`src/rtl/frame_pixel_fetch.sv`:
```
// rtl/frame_pixel_fetch.sv - frame BRAM walker unpacking two RGB pixels per word into the pixel FIFO
// Define TEST_PATTERN_EN to replace BRAM pixels with eight vertical colour bars.
module frame_pixel_fetch #(
   parameter int ADDR_W      = 16,
   parameter int FRAME_WORDS = 38400,
   parameter int H_PIX       = 320
) (
   input  logic              clk,
   input  logic              rst,
   input  logic              fifo_full,
   input  logic [63:0]       data_rd,
   input  logic              done,
   output logic [ADDR_W-1:0] mem_data_addr,
   output logic [23:0]       data_out,
   output logic              WEN,
   output logic              last_addr_update
);

   typedef enum logic [2:0] {IDLE, ADDR, LATCH, PIX_LO, PIX_HI} state_t;

   localparam logic [ADDR_W-1:0] LAST_ADDR = ADDR_W'(FRAME_WORDS - 1);

   state_t state_q, state_d;
   logic   at_last;
   logic   frame_end;

   assign at_last   = (mem_data_addr == LAST_ADDR);
   assign frame_end = (state_q == PIX_HI) && WEN && at_last;

   always_comb begin
      state_d = state_q;
      WEN     = 1'b0;
      case (state_q)
         IDLE:   if (!done) state_d = ADDR;
         ADDR:   state_d = LATCH;
         LATCH:  state_d = PIX_LO;
         PIX_LO: begin
            WEN = ~fifo_full;
            if (!fifo_full) state_d = PIX_HI;
         end
         PIX_HI: begin
            WEN = ~fifo_full;
            // done only matters on the write that closes the frame
            if (!fifo_full) state_d = (at_last && done) ? IDLE : ADDR;
         end
         default: state_d = IDLE;
      endcase
   end

   always_ff @(posedge clk) begin
      if (rst) begin
         state_q          <= ADDR;
         mem_data_addr    <= '0;
         last_addr_update <= 1'b0;
      end else begin
         state_q          <= state_d;
         last_addr_update <= frame_end;
         if (state_q == IDLE)
            mem_data_addr <= '0;
         else if (state_q == PIX_HI && WEN)
            mem_data_addr <= at_last ? '0 : mem_data_addr + 1'b1;
      end
   end

`ifdef TEST_PATTERN_EN
   localparam int X_W   = (H_PIX > 1) ? $clog2(H_PIX) : 1;
   localparam int BAR_W = (H_PIX >= 8) ? H_PIX / 8 : 1;

   logic [X_W-1:0] x_q;
   logic [2:0]     bar;
   logic [23:0]    colour;
   logic           unused_rd;

   assign unused_rd = ^data_rd;
   assign bar       = 3'(32'(x_q) / BAR_W);

   // Column counter advances only on a write, so a stalled pixel keeps its colour
   always_ff @(posedge clk) begin
      if (rst)
         x_q <= '0;
      else if (WEN)
         x_q <= (frame_end || x_q == X_W'(H_PIX - 1)) ? '0 : x_q + 1'b1;
   end

   always_comb begin
      colour = 24'h000000;
      case (bar)
         3'd0: colour = 24'hFFFFFF;
         3'd1: colour = 24'hFFFF00;
         3'd2: colour = 24'h00FFFF;
         3'd3: colour = 24'h00FF00;
         3'd4: colour = 24'hFF00FF;
         3'd5: colour = 24'hFF0000;
         3'd6: colour = 24'h0000FF;
         default: colour = 24'h000000;
      endcase
   end

   assign data_out = (state_q == PIX_LO || state_q == PIX_HI) ? colour : 24'h000000;
`else
   logic [47:0] word_q;
   logic        unused_rd;

   // Bytes [31:24] and [63:56] of each BRAM word carry no pixel data
   assign unused_rd = ^{data_rd[63:56], data_rd[31:24]};

   always_ff @(posedge clk) begin
      if (rst)
         word_q <= '0;
      else if (state_q == LATCH)
         word_q <= {data_rd[55:32], data_rd[23:0]};
   end

   assign data_out = (state_q == PIX_HI) ? word_q[47:24] : word_q[23:0];
`endif

endmodule

```
`config.mk`:
```
export PLATFORM = sky130hd
export DESIGN_NAME = frame_pixel_fetch
export DESIGN_NICKNAME = d
export VERILOG_FILES = /design/src/rtl/frame_pixel_fetch.sv
export SDC_FILE = /design/constraint.sdc
export NUM_CORES = 1
export LEC_CHECK = 0
export ABC_AREA = 1
export CORE_MARGIN = 2
export CORE_UTILIZATION = 45
export CTS_CLUSTER_DIAMETER = 30
export CTS_CLUSTER_SIZE = 30
export DETAILED_ROUTE_END_ITERATION = 8
export GPL_ROUTABILITY_DRIVEN = 1
export PLACE_DENSITY = 0.92
export SYNTH_ARGS = -nofsm -noshare
export SYNTH_HDL_FRONTEND = slang
export SYNTH_SLANG_ARGS = --single-unit
```
`constraint.sdc`:
```
create_clock -name clk -period 1.8 [get_ports clk]
set_input_delay 0.36 -clock clk [delete_from_list [all_inputs] [get_ports clk]]
set_output_delay 0.36 -clock clk [all_outputs]
set_load 0.05 [all_outputs]
```
==> results summary <==
The tool flagged a number of max-cap violations equal to 0. The synthesized design devotes to its leading area cell type between 40% and 50% of total area. The worst endpoint required time came out at about 1.4 ns. The count of hold buffers inserted by post-cts repair came out at 0. The actual slew at the worst max-slew pin came out at 0.484 ns.

The initial utilization of the core area, before any placement, comes to 46.5%. The routability congestion estimate from global placement came out at 0.912. The number of global-route vias before repair came out at 3130. Summed over all instances, the cell type with the most area after synthesis is sky130_fd_sc_hd__dfxtp_1. The horizontal die dimension is approximately 88 um. The power per unit of standard cell area is 1340 mW/mm^2.

The boundary pin count came out at 110. The number of antenna-violating nets in the routed design is 0. The tightest hold path in the finished design has a slack of 0.486 ns.

By instance count, the leading cell after synthesis is sky130_fd_sc_hd__nor2_1. Setup repair after global routing could not meet its margin everywhere. The leading register cell type out of synthesis is sky130_fd_sc_hd__dfxtp_1. Synthesis handed over a netlist of roughly 460 instances. The die footprint is 0.00767 mm^2.

The standard-cell row count came out at 30. The number of warnings reported in the yosys synthesis log came out at 0. The core area came out at 0.00676 mm^2. The stage delay of the slowest cell on the critical path is 0.36 ns. The worst setup path is captured at an output pin. In the routed layout, each cell is associated on average with a via count of 5.10. The flop and latch count out of synthesis came out at 68. The final setup violation count came out at 3.

Traced cell by cell, the critical path runs through nor2_4 -> nand2_4 -> buf_12 -> nand2_1 -> nand2_2 -> buf_12. The final worst-path setup slack is -0.0151 ns. The final critical path takes up 101% of the cycle. The relative slew slack is 67.9%. The count of inserted antenna diode cells is 0. The setup clock skew after layout came out at 0.00739 ns. For the finished layout, the period the worst path requires is 1.82 ns. The critical path in this run is classified as reg2out. The relative area change from synthesis to final layout is 49.4%. The number of detailed-routing iterations run before antenna repair came out at 5. The post-detailed-routing wire length came out at approximately 8.5 mm. The total count of hold-check failures in the final report is 0. The average cell area after synthesis came out at 6.79 um^2.

The largest net degree at the start of global routing is 49. In the post-synthesis netlist, the biggest area contributors are sky130_fd_sc_hd__dfxtp_1 43%, sky130_fd_sc_hd__nor2_1 14%, sky130_fd_sc_hd__nand2_1 14%, sky130_fd_sc_hd__o21ai_0 7.3%, sky130_fd_sc_hd__inv_1 3.0%. The CTS tree is done. The slowest stage of the critical path belongs to the cell sky130_fd_sc_hd__dfxtp_4. The final reports fail on negative setup slack.

The longest clock path from root to sink contains 2 buffers. CTS placed an instance of sky130_fd_sc_hd__clkbuf_8 at the clock tree root. The synthesized design contains 0 enable-type register cells. The static leakage power is 1.94 nW. Sorting the synthesized cells by how often they occur yields 121 x sky130_fd_sc_hd__nor2_1, 117 x sky130_fd_sc_hd__nand2_1, 68 x sky130_fd_sc_hd__dfxtp_1, 46 x sky130_fd_sc_hd__o21ai_0, 25 x sky130_fd_sc_hd__inv_1. The total clock sinks is 68. The estimated wirelength of the detail-placed design is between 5 and 6 mm. The number of input and output port buffers inserted came out at 93. The final count of pins violating max slew came to 0. The clock transition at the registers of the reported paths is 0.07 ns. The maximum fanout count along the critical path came out at 20. The data arrival time of the worst path is roughly 1.5 ns. The share of synthesized flip-flops with an asynchronous set or reset came out at 0%.

The final total power is about 6.3 mW. Of the cells placed in the final design, the portion with a size suffix greater than 1 is 21.7%. The synthesized cell area came out at 0.00314 mm^2. STA classifies the critical path startpoint as a flop. The sequential area share after synthesis came out at 43.3%. The type of the worst min-delay path is reg2reg.

The total number of H-tree levels came out at 3. The number of buffers inserted during clock tree synthesis is 9. The wire length of the first global-routing pass came out at about 14 mm. Counting stages on the worst path, the most repeated cell is sky130_fd_sc_hd__buf_12. The detailed-route wire length per cell came out at 13.2 um.

For the worst-skew pair, the clock arrives at the later sink with an insertion delay of between 0.3 and 0.4 ns. The detailed-route DRC error count is 0. The run finished, with violations left. The post-synth net total is 532.

For this run, the top clock speed supported by timing is 551 MHz. Global routing consumed, over all layers together, 22.6% of the routing resources. The count of vias placed by the detailed router came out at 3276. The peak supply drop came out at 0.797 mV. The count of routing violations after the opening detailed-route iteration is ~140. The initial antenna violation count came out at 0. The sum of overflow across all layers after global routing is 0. The final layout net count came out at ~630. The count of distinct cell types in the synthesized netlist came out at 27. The vertical extent of the die is 87.6 um.
==> worst max-delay path, delay by kind of cell, from the launching register on <==
kind          cells  cell delay [ns]
buf+inv           2             0.33
simple gates      4             0.42
flops             1             0.36
==> what timing repair did <==
action	in CTS	in global routing
setup buffers	1	1
pin swaps	2	2
setup endpoints to repair	26	25
hold endpoints to repair	0	0
resized for setup	19	24
==> stage by stage <==
| step | setup TNS [ns] | util, % | cell area, um^2 | setup WS (ns) | instances |
|---|---|---|---|---|---|
| 6_report | -0.0302 | 69.5 | 4690 | -0.0151 | 642 |
| 5_1_grt | -0.709 | 69.5 | 4690 | -0.0671 | 642 |
| 4_1_cts | -0.148 | 68.4 | 4620 | -0.0281 | 641 |
| 3_5_place_dp | 0 | 64.3 | 4340 | 0.0624 | 624 |
| 3_3_place_gp | 0 | 64.3 | 4340 | 0.0750 | 624 |
| 2_1_floorplan | 0 | - | 3150 | 0.117 | 463 |
==> area by class of cell <==
cell class                      instances  area (um^2)
Fill cell                             517         2060
Multi-Input combinational cell        345         1620
Sequential cell                        68         1370
Timing Repair Buffer                  103         1260
Clock buffer                           10          138
Inverter                               30          128
Tap cell                               80          100
Clock inverter                          6         87.6
==> layer usage <==
metal | part of all wire (%) | GRT usage, % | wire length [um] | vias up
met5 | 0 | 0 | 0 | -
met1 | 39 | 28.0 | 3340 | 1482
met2 | 51 | 36.9 | 4290 | 140
met4 | 3.2 | 12.0 | 269 | 0
li1 | - | - | - | 1632
met3 | 7.0 | 4.90 | 596 | 22
==> where the power goes <==
part	internal [mW]	switching [mW]
sequential	1.85	0.202
clock	0.817	0.610
combinational	1.21	1.61
==> path summary, 6_finish.rpt <==
kind / startpoint / endpoint / slack (ns) / cells past startpoint
setup / recovery: state_q[0] / data_out[4] / -0.02 / 6
setup reg to reg: mem_data_addr[1] / mem_data_addr[12] / 0.26 / 6
hold / removal: word_q[37] / word_q[37] / 0.49 / 2
hold reg to reg: word_q[37] / word_q[37] / 0.49 / 2
==> layout by cell type (no fill, tap or decap), types with 16 or more instances in the layout <==
master and count:
sky130_fd_sc_hd__nor2_1 120, sky130_fd_sc_hd__o21ai_0 46, sky130_fd_sc_hd__clkdlybuf4s50_1 51, sky130_fd_sc_hd__nand3_1 16
sky130_fd_sc_hd__dfxtp_1 65, sky130_fd_sc_hd__inv_1 25, sky130_fd_sc_hd__buf_12 28, sky130_fd_sc_hd__nand2_1 90
sky130_fd_sc_hd__buf_4 22, sky130_fd_sc_hd__nand2_2 32
==> cell families after synthesis <==
group / synth area share, %
and+or+nand+nor: 37.0
DFF: 43.3
AOI/OAI and AO/OA: 9.84
buffers and inverters: 7.77
xor gates and xnor gates: 1.67
adders and majority gates: 0.398
==> sequential cells by signal, summed over array words and instances, names as in the netlist <==
register,count
state_q,3
last_addr_update,1
mem_data_addr,16
word_q,48
Note: power is estimated with default switching activity, not from simulation.
==> RTL change 1: new RTL, same flow settings <==
The 5 states of `state_t` get a Gray code encoding in 3 bits.
--- a/src/rtl/frame_pixel_fetch.sv
+++ b/src/rtl/frame_pixel_fetch.sv
@@ -16,7 +16,7 @@
    output logic              last_addr_update
 );
 
-   typedef enum logic [2:0] {IDLE, ADDR, LATCH, PIX_LO, PIX_HI} state_t;
+   typedef enum logic [2:0] {IDLE = 3'b000, ADDR = 3'b001, LATCH = 3'b011, PIX_LO = 3'b010, PIX_HI = 3'b110} state_t;
 
    localparam logic [ADDR_W-1:0] LAST_ADDR = ADDR_W'(FRAME_WORDS - 1);
 
Function: same outputs for any inputs over 10 cycles, from zero or initial values and one cycle with rst high; not proved beyond that.
==> RTL change 1 against the original RTL <==
Final cell count shrank 1.2%; routed wire length shrank 4.4%; sequential cell count did not move; via count fell by 1.8%; synthesized area is 3.6% lower; sequential share of layout area up 2.5 points; global-route usage is 0.34 points lower; setup slack improved by 65 ps; cell area decreased by 7.9%; largest cell class unchanged.
Power is not compared: it rests on default switching activity, and its combinational part moved more than twofold at a synthesized area within 25%.
==> RTL change 1: results (changes against the original RTL) <==
- Leak Pwr: 0.00200 uW
- Count of cell types in the netlist: 32 (was 27)
- XOR/XNOR share of the synthesized area: 0.289% (was 1.67%)
- Syn nets: 527 (was 532)
- Filler Cells Inserted: 553 (was 517)
- Layout cells sized above 1: 16.5% (was 21.7%)
- M2 GR Usage: 38.7% (was 36.9%)
- Synth cell count leaders: 137 x nor2_1, 120 x nand2_1, 68 x dfxtp_1, 44 x o21ai_0, 21 x inv_1 (was 121 x nor2_1, 117 x nand2_1, 68 x dfxtp_1, 46 x o21ai_0, 25 x inv_1)
- Global-route wire length before repair: 13200 um (was 13700 um)
- Clock tree root driver cell: clkbuf_8 (unchanged)
- GP Congestion: 0.906 (was 0.912)
- DR vias: 3216 (was 3276)
- Non-Filler Instances: 634 (was 642)
- Synth Warn #: 0 (unchanged)
- Clock Skew: 11.5 ps (was 7.39 ps)
- Post-DP HPWL: 5390 um (was 5870 um)
- Number of port buffers: 93 (unchanged)
- Initial DRC Count: 103 (was 144)
- Peak VDD IR: 0.640 mV
- Syn_area_per_cell: 6.61 sq um (was 6.79 sq um)
- Synth async-reset ratio: 0% (unchanged)
- Vias in the first global route: 3083 (was 3130)
- Largest net degree at the start of global routing: 50 (was 49)
- Slew @ Worst Pin: 760 ps (was 484 ps)
- All-layer global routing usage: 22.3% (was 22.6%)
- Antenna violations before repair: 0 (unchanged)
- Slowest stage delay, CP: 380 ps (was 360 ps)
- Crit Path Max Fanout: 9 (was 20)
- Adder-cell share of the synthesized area: 0.413% (was 0.398%)
- Inserted Diodes: 0 (unchanged)
- Status: complete, no violations (was finished with violations)
- Synth area leaders: dfxtp_1 45%, nor2_1 17%, nand2_1 15% (was dfxtp_1 43%, nor2_1 14%, nand2_1 14%)
- Placed cell count: 616 (was 624)
- RR Startpoint: mem_data_addr[0] (was mem_data_addr[1])
- 1st-pass router iterations: 4 (was 5)
- Synth Area in Compound Gates: 9.46% (was 9.84%)
- FF-to-FF setup slack: 290 ps (was 260 ps)
- WP data arrival: 1390 ps (was 1460 ps)
- Grt met1 use: 25.2% (was 28.0%)
- Startpoint of the most critical hold path: word_q[35] (was word_q[37])
- CP top delay family: buffers and inverters (was simple AND/OR/NAND/NOR gates)
- Post-Place Cell Area: 3960 sq um (was 4340 sq um)
- M3 GR Usage: 8.28% (was 4.90%)
- Worst-skew pair later-pin latency: 350 ps (about the same)
- Launch point of the worst path: state_q[2] (was state_q[0])
- Slowest cell on crit path: dfxtp_4 (unchanged)
- Wire per inst: 12.8 um (was 13.2 um)
- Seq/Total Area, Yosys: 45.0% (was 43.3%)
-- RTL change 1: cell count changes after synthesis, sizes merged, moves of 2 or more --
cell   before  now
xnor2       2    0
nand3      17    9
a21oi       8    5
nor2      130  141
nor3        3    8
nand4       5    3
xor2        4    1
inv        30   26
-- RTL change 1: final timing paths --
| check | to | cells after the start |
|---|---|---|
| worst min-delay path | word_q[35] | 2 |
| worst max-delay path | data_out[0] | 6 |
| worst min register to register | word_q[35] | 2 |
| worst max register to register | mem_data_addr[15] | 10 |
-- RTL change 1: cell type report --
| class | count | area [sq um] | area share, % |
|---|---|---|---|
| repair buffers | 102 | 1030 | 23.9 |
| clock inverters | 6 | 88.8 | 2.06 |
| flip-flops and latches | 68 | 1370 | 31.6 |
| inverters | 27 | 111 | 2.58 |
| multi-input cells | 344 | 1500 | 34.6 |
| well taps | 77 | 96.3 | 2.23 |
| clock buffers | 10 | 128 | 2.95 |
-- RTL change 1: tightest hold or removal path, stage by stage, from the launching register on --
cell and delay, ps:
dfxtp_1 330, o21ai_1 70, nor2_1 80
-- RTL change 1: where the power goes --
group / switching (uW) / leakage, uW / internal (uW)
clock network: 608 / 0.000102 / 780
logic: 484 / 0.00134 / 313
registers: 61.7 / 0.000559 / 1630
total: 1150 / 0.00200 / 2720
-- RTL change 1: routing by layer --
layer	share of wire, %	vias up
met5	0	-
met4	0.73	0
met3	7.5	10
met2	51	102
met1	41	1488
li1	-	1616
-- RTL change 1: what timing repair did --
item / 4_1_cts / 5_1_grt
setup buffers: 1 / 0
hold buffers: 0 / 0
resized for setup: 14 / 23
cloned: 0 / 1
endpoints found under the setup margin: 25 / 23
-- RTL change 1: kinds of logic after synthesis --
| group | count (synthesis) |
|---|---|
| simple gates | 286 |
| buf+inv | 46 |
| compound gates | 56 |
| fa+ha+maj | 1 |
| xor+xnor | 1 |
| flops | 68 |
-- RTL change 1: through the flow --
| stage | hold WS [ps] | setup slack, ps |
|---|---|---|
| 2_1_floorplan | 429 | 74.0 |
| 3_3_place_gp | 478 | 50.1 |
| 3_5_place_dp | 488 | 9.34 |
| 4_1_cts | 518 | 12.2 |
| 5_1_grt | 546 | -8.95 |
| 6_report | 511 | 49.8 |
==> RTL change 2: new RTL, config.mk and constraints unchanged <==
Without the edit above. `ADDR_W`: 16 -> 18.
--- a/src/rtl/frame_pixel_fetch.sv
+++ b/src/rtl/frame_pixel_fetch.sv
@@ -1,7 +1,7 @@
 // rtl/frame_pixel_fetch.sv - frame BRAM walker unpacking two RGB pixels per word into the pixel FIFO
 // Define TEST_PATTERN_EN to replace BRAM pixels with eight vertical colour bars.
 module frame_pixel_fetch #(
-   parameter int ADDR_W      = 16,
+   parameter int ADDR_W      = 18,
    parameter int FRAME_WORDS = 38400,
    parameter int H_PIX       = 320
 ) (
Interface: changed (resized mem_data_addr); port bits go from 110 to 112. The function was not compared with the original's and may differ.
==> RTL change 2 against the original RTL <==
The run still ends with negative setup slack left; synthesized area increased by 2.1%; final cell count up 5.9%; routed wire length is 13% higher; sequential share of layout area down 0.51 points; utilization rose by 2.2 points; combinational power fell by 6%; total power shrank 6.9%; sequential cell count is 2 higher; setup slack lost 12 ps; cell area grew 4.4%.
==> RTL change 2: results (changes against the original RTL) <==
- FF-to-FF setup slack: 180 ps (was 260 ps)
- Slew @ Worst Pin: 795 ps (was 484 ps)
- Grt met1 use: 28.7% (was 28.0%)
- Largest net degree at the start of global routing: 50 (was 49)
- Biggest regs: word_q x48, mem_data_addr x18, state_q x3 (was word_q x48, mem_data_addr x16, state_q x3)
- CP top delay family: buffers and inverters (was simple AND/OR/NAND/NOR gates)
- Wire length on met3: 895 um (was 596 um)
- Cells resized by post-CTS repair: 41 (was 19)
- Synth Instances: 476 (was 463)
- Layout Nets: 648 (was 626)
- Multi-input gates: 358 (was 345)
- Clock Skew: 11.4 ps (was 7.39 ps)
- Layout cells sized above 1: 22.8% (was 21.7%)
- Area of the die: 7820 sq um (was 7670 sq um)
- M2 GR Usage: 44.7% (was 36.9%)
- Total negative slack: -74.5 ps (was -30.2 ps)
- Post-Place Cell Area: 4470 sq um (was 4340 sq um)
- Internal: 3500 uW (was 3870 uW)
- Post-Route WL: 9570 um (was 8500 um)
- Buffer count excluding the clock tree in the final layout: 112 (was 103)
- Setup violations, final: 9 (was 3)
- Multi-input combinational area share: 35.5% (was 34.4%)
- Met1 WL: 3640 um (was 3340 um)
- Final sequential cell count: 70 (was 68)
- Crit path to: data_out[18] (was data_out[4])
- Vias per inst: 5.15 (was 5.10)
- Global-route wire length before repair: 15800 um (was 13700 um)
- Non-clk buf share: 27.7% (was 26.8%)
- Seq/total area: 28.7% (was 29.2%)
- ClkCell Share: 3.40% (was 4.80%)
- All-layer global routing usage: 25.7% (was 22.6%)
- Status: finished with violations (unchanged)
- Slowest cell on crit path: dfxtp_2 (was dfxtp_4)
- Count of cell types in the netlist: 28 (was 27)
- Final worst setup slack: -26.7 ps (was -15.1 ps)
- 1st-pass router iterations: 6 (was 5)
- Peak VDD IR: 0.868 mV (was 0.797 mV)
- Area Growth Syn to Fin: 52.8% (was 49.4%)
- Post CTS Setup Buffer Count: 3 (was 1)
- Synth cell count leaders: 135 x nor2_1, 121 x nand2_1, 70 x dfxtp_1, 49 x o21ai_0, 24 x inv_1 (was 121 x nor2_1, 117 x nand2_1, 68 x dfxtp_1, 46 x o21ai_0, 25 x inv_1)
- Initial DRC Count: 207 (was 144)
- Seq/Total Area, Yosys: 43.7% (was 43.3%)
- Non-clk invs: 28 (was 30)
- Worst slack, placed: 79.7 ps (was 62.4 ps)
- Filler Cells Inserted: 501 (was 517)
- Post-DP HPWL: 6290 um (was 5870 um)
- Syn nets: 545 (was 532)
- Failing checks: negative setup slack (unchanged)
- Number of port buffers: 95 (was 93)
- Hold WS: 490 ps (was 486 ps)
- Startpoint of the most critical hold path: mem_data_addr[2] (was word_q[37])
- Wire per inst: 14.1 um (was 13.2 um)
-- RTL change 2: cells by family after synthesis --
| kind of cell | after synthesis | share of synthesized area, % |
|---|---|---|
| AOI/OAI and AO/OA | 61 | 9.95 |
| buffers and inverters | 48 | 7.22 |
| and+or+nand+nor | 291 | 37.4 |
| adders and majority gates | 1 | 0.390 |
| DFF | 70 | 43.7 |
| xor gates and xnor gates | 5 | 1.37 |
-- RTL change 2: power groups by stage --
stage          sequential [uW]  clock, uW  combinational, uW
3_3_place_gp              2060          0               2360
6_report                  2100       1120               2640
5_1_grt                   2130       1210               2830
4_1_cts                   2060       1130               2580
3_5_place_dp              2080          0               2410
2_1_floorplan             2040          0               1410
-- RTL change 2: tightest hold or removal path: cells and delay by family (launching register included) --
kind / cells / cell delay [ps]
compound gates: 1 / 50
buf+inv: 1 / 60
flops: 1 / 340
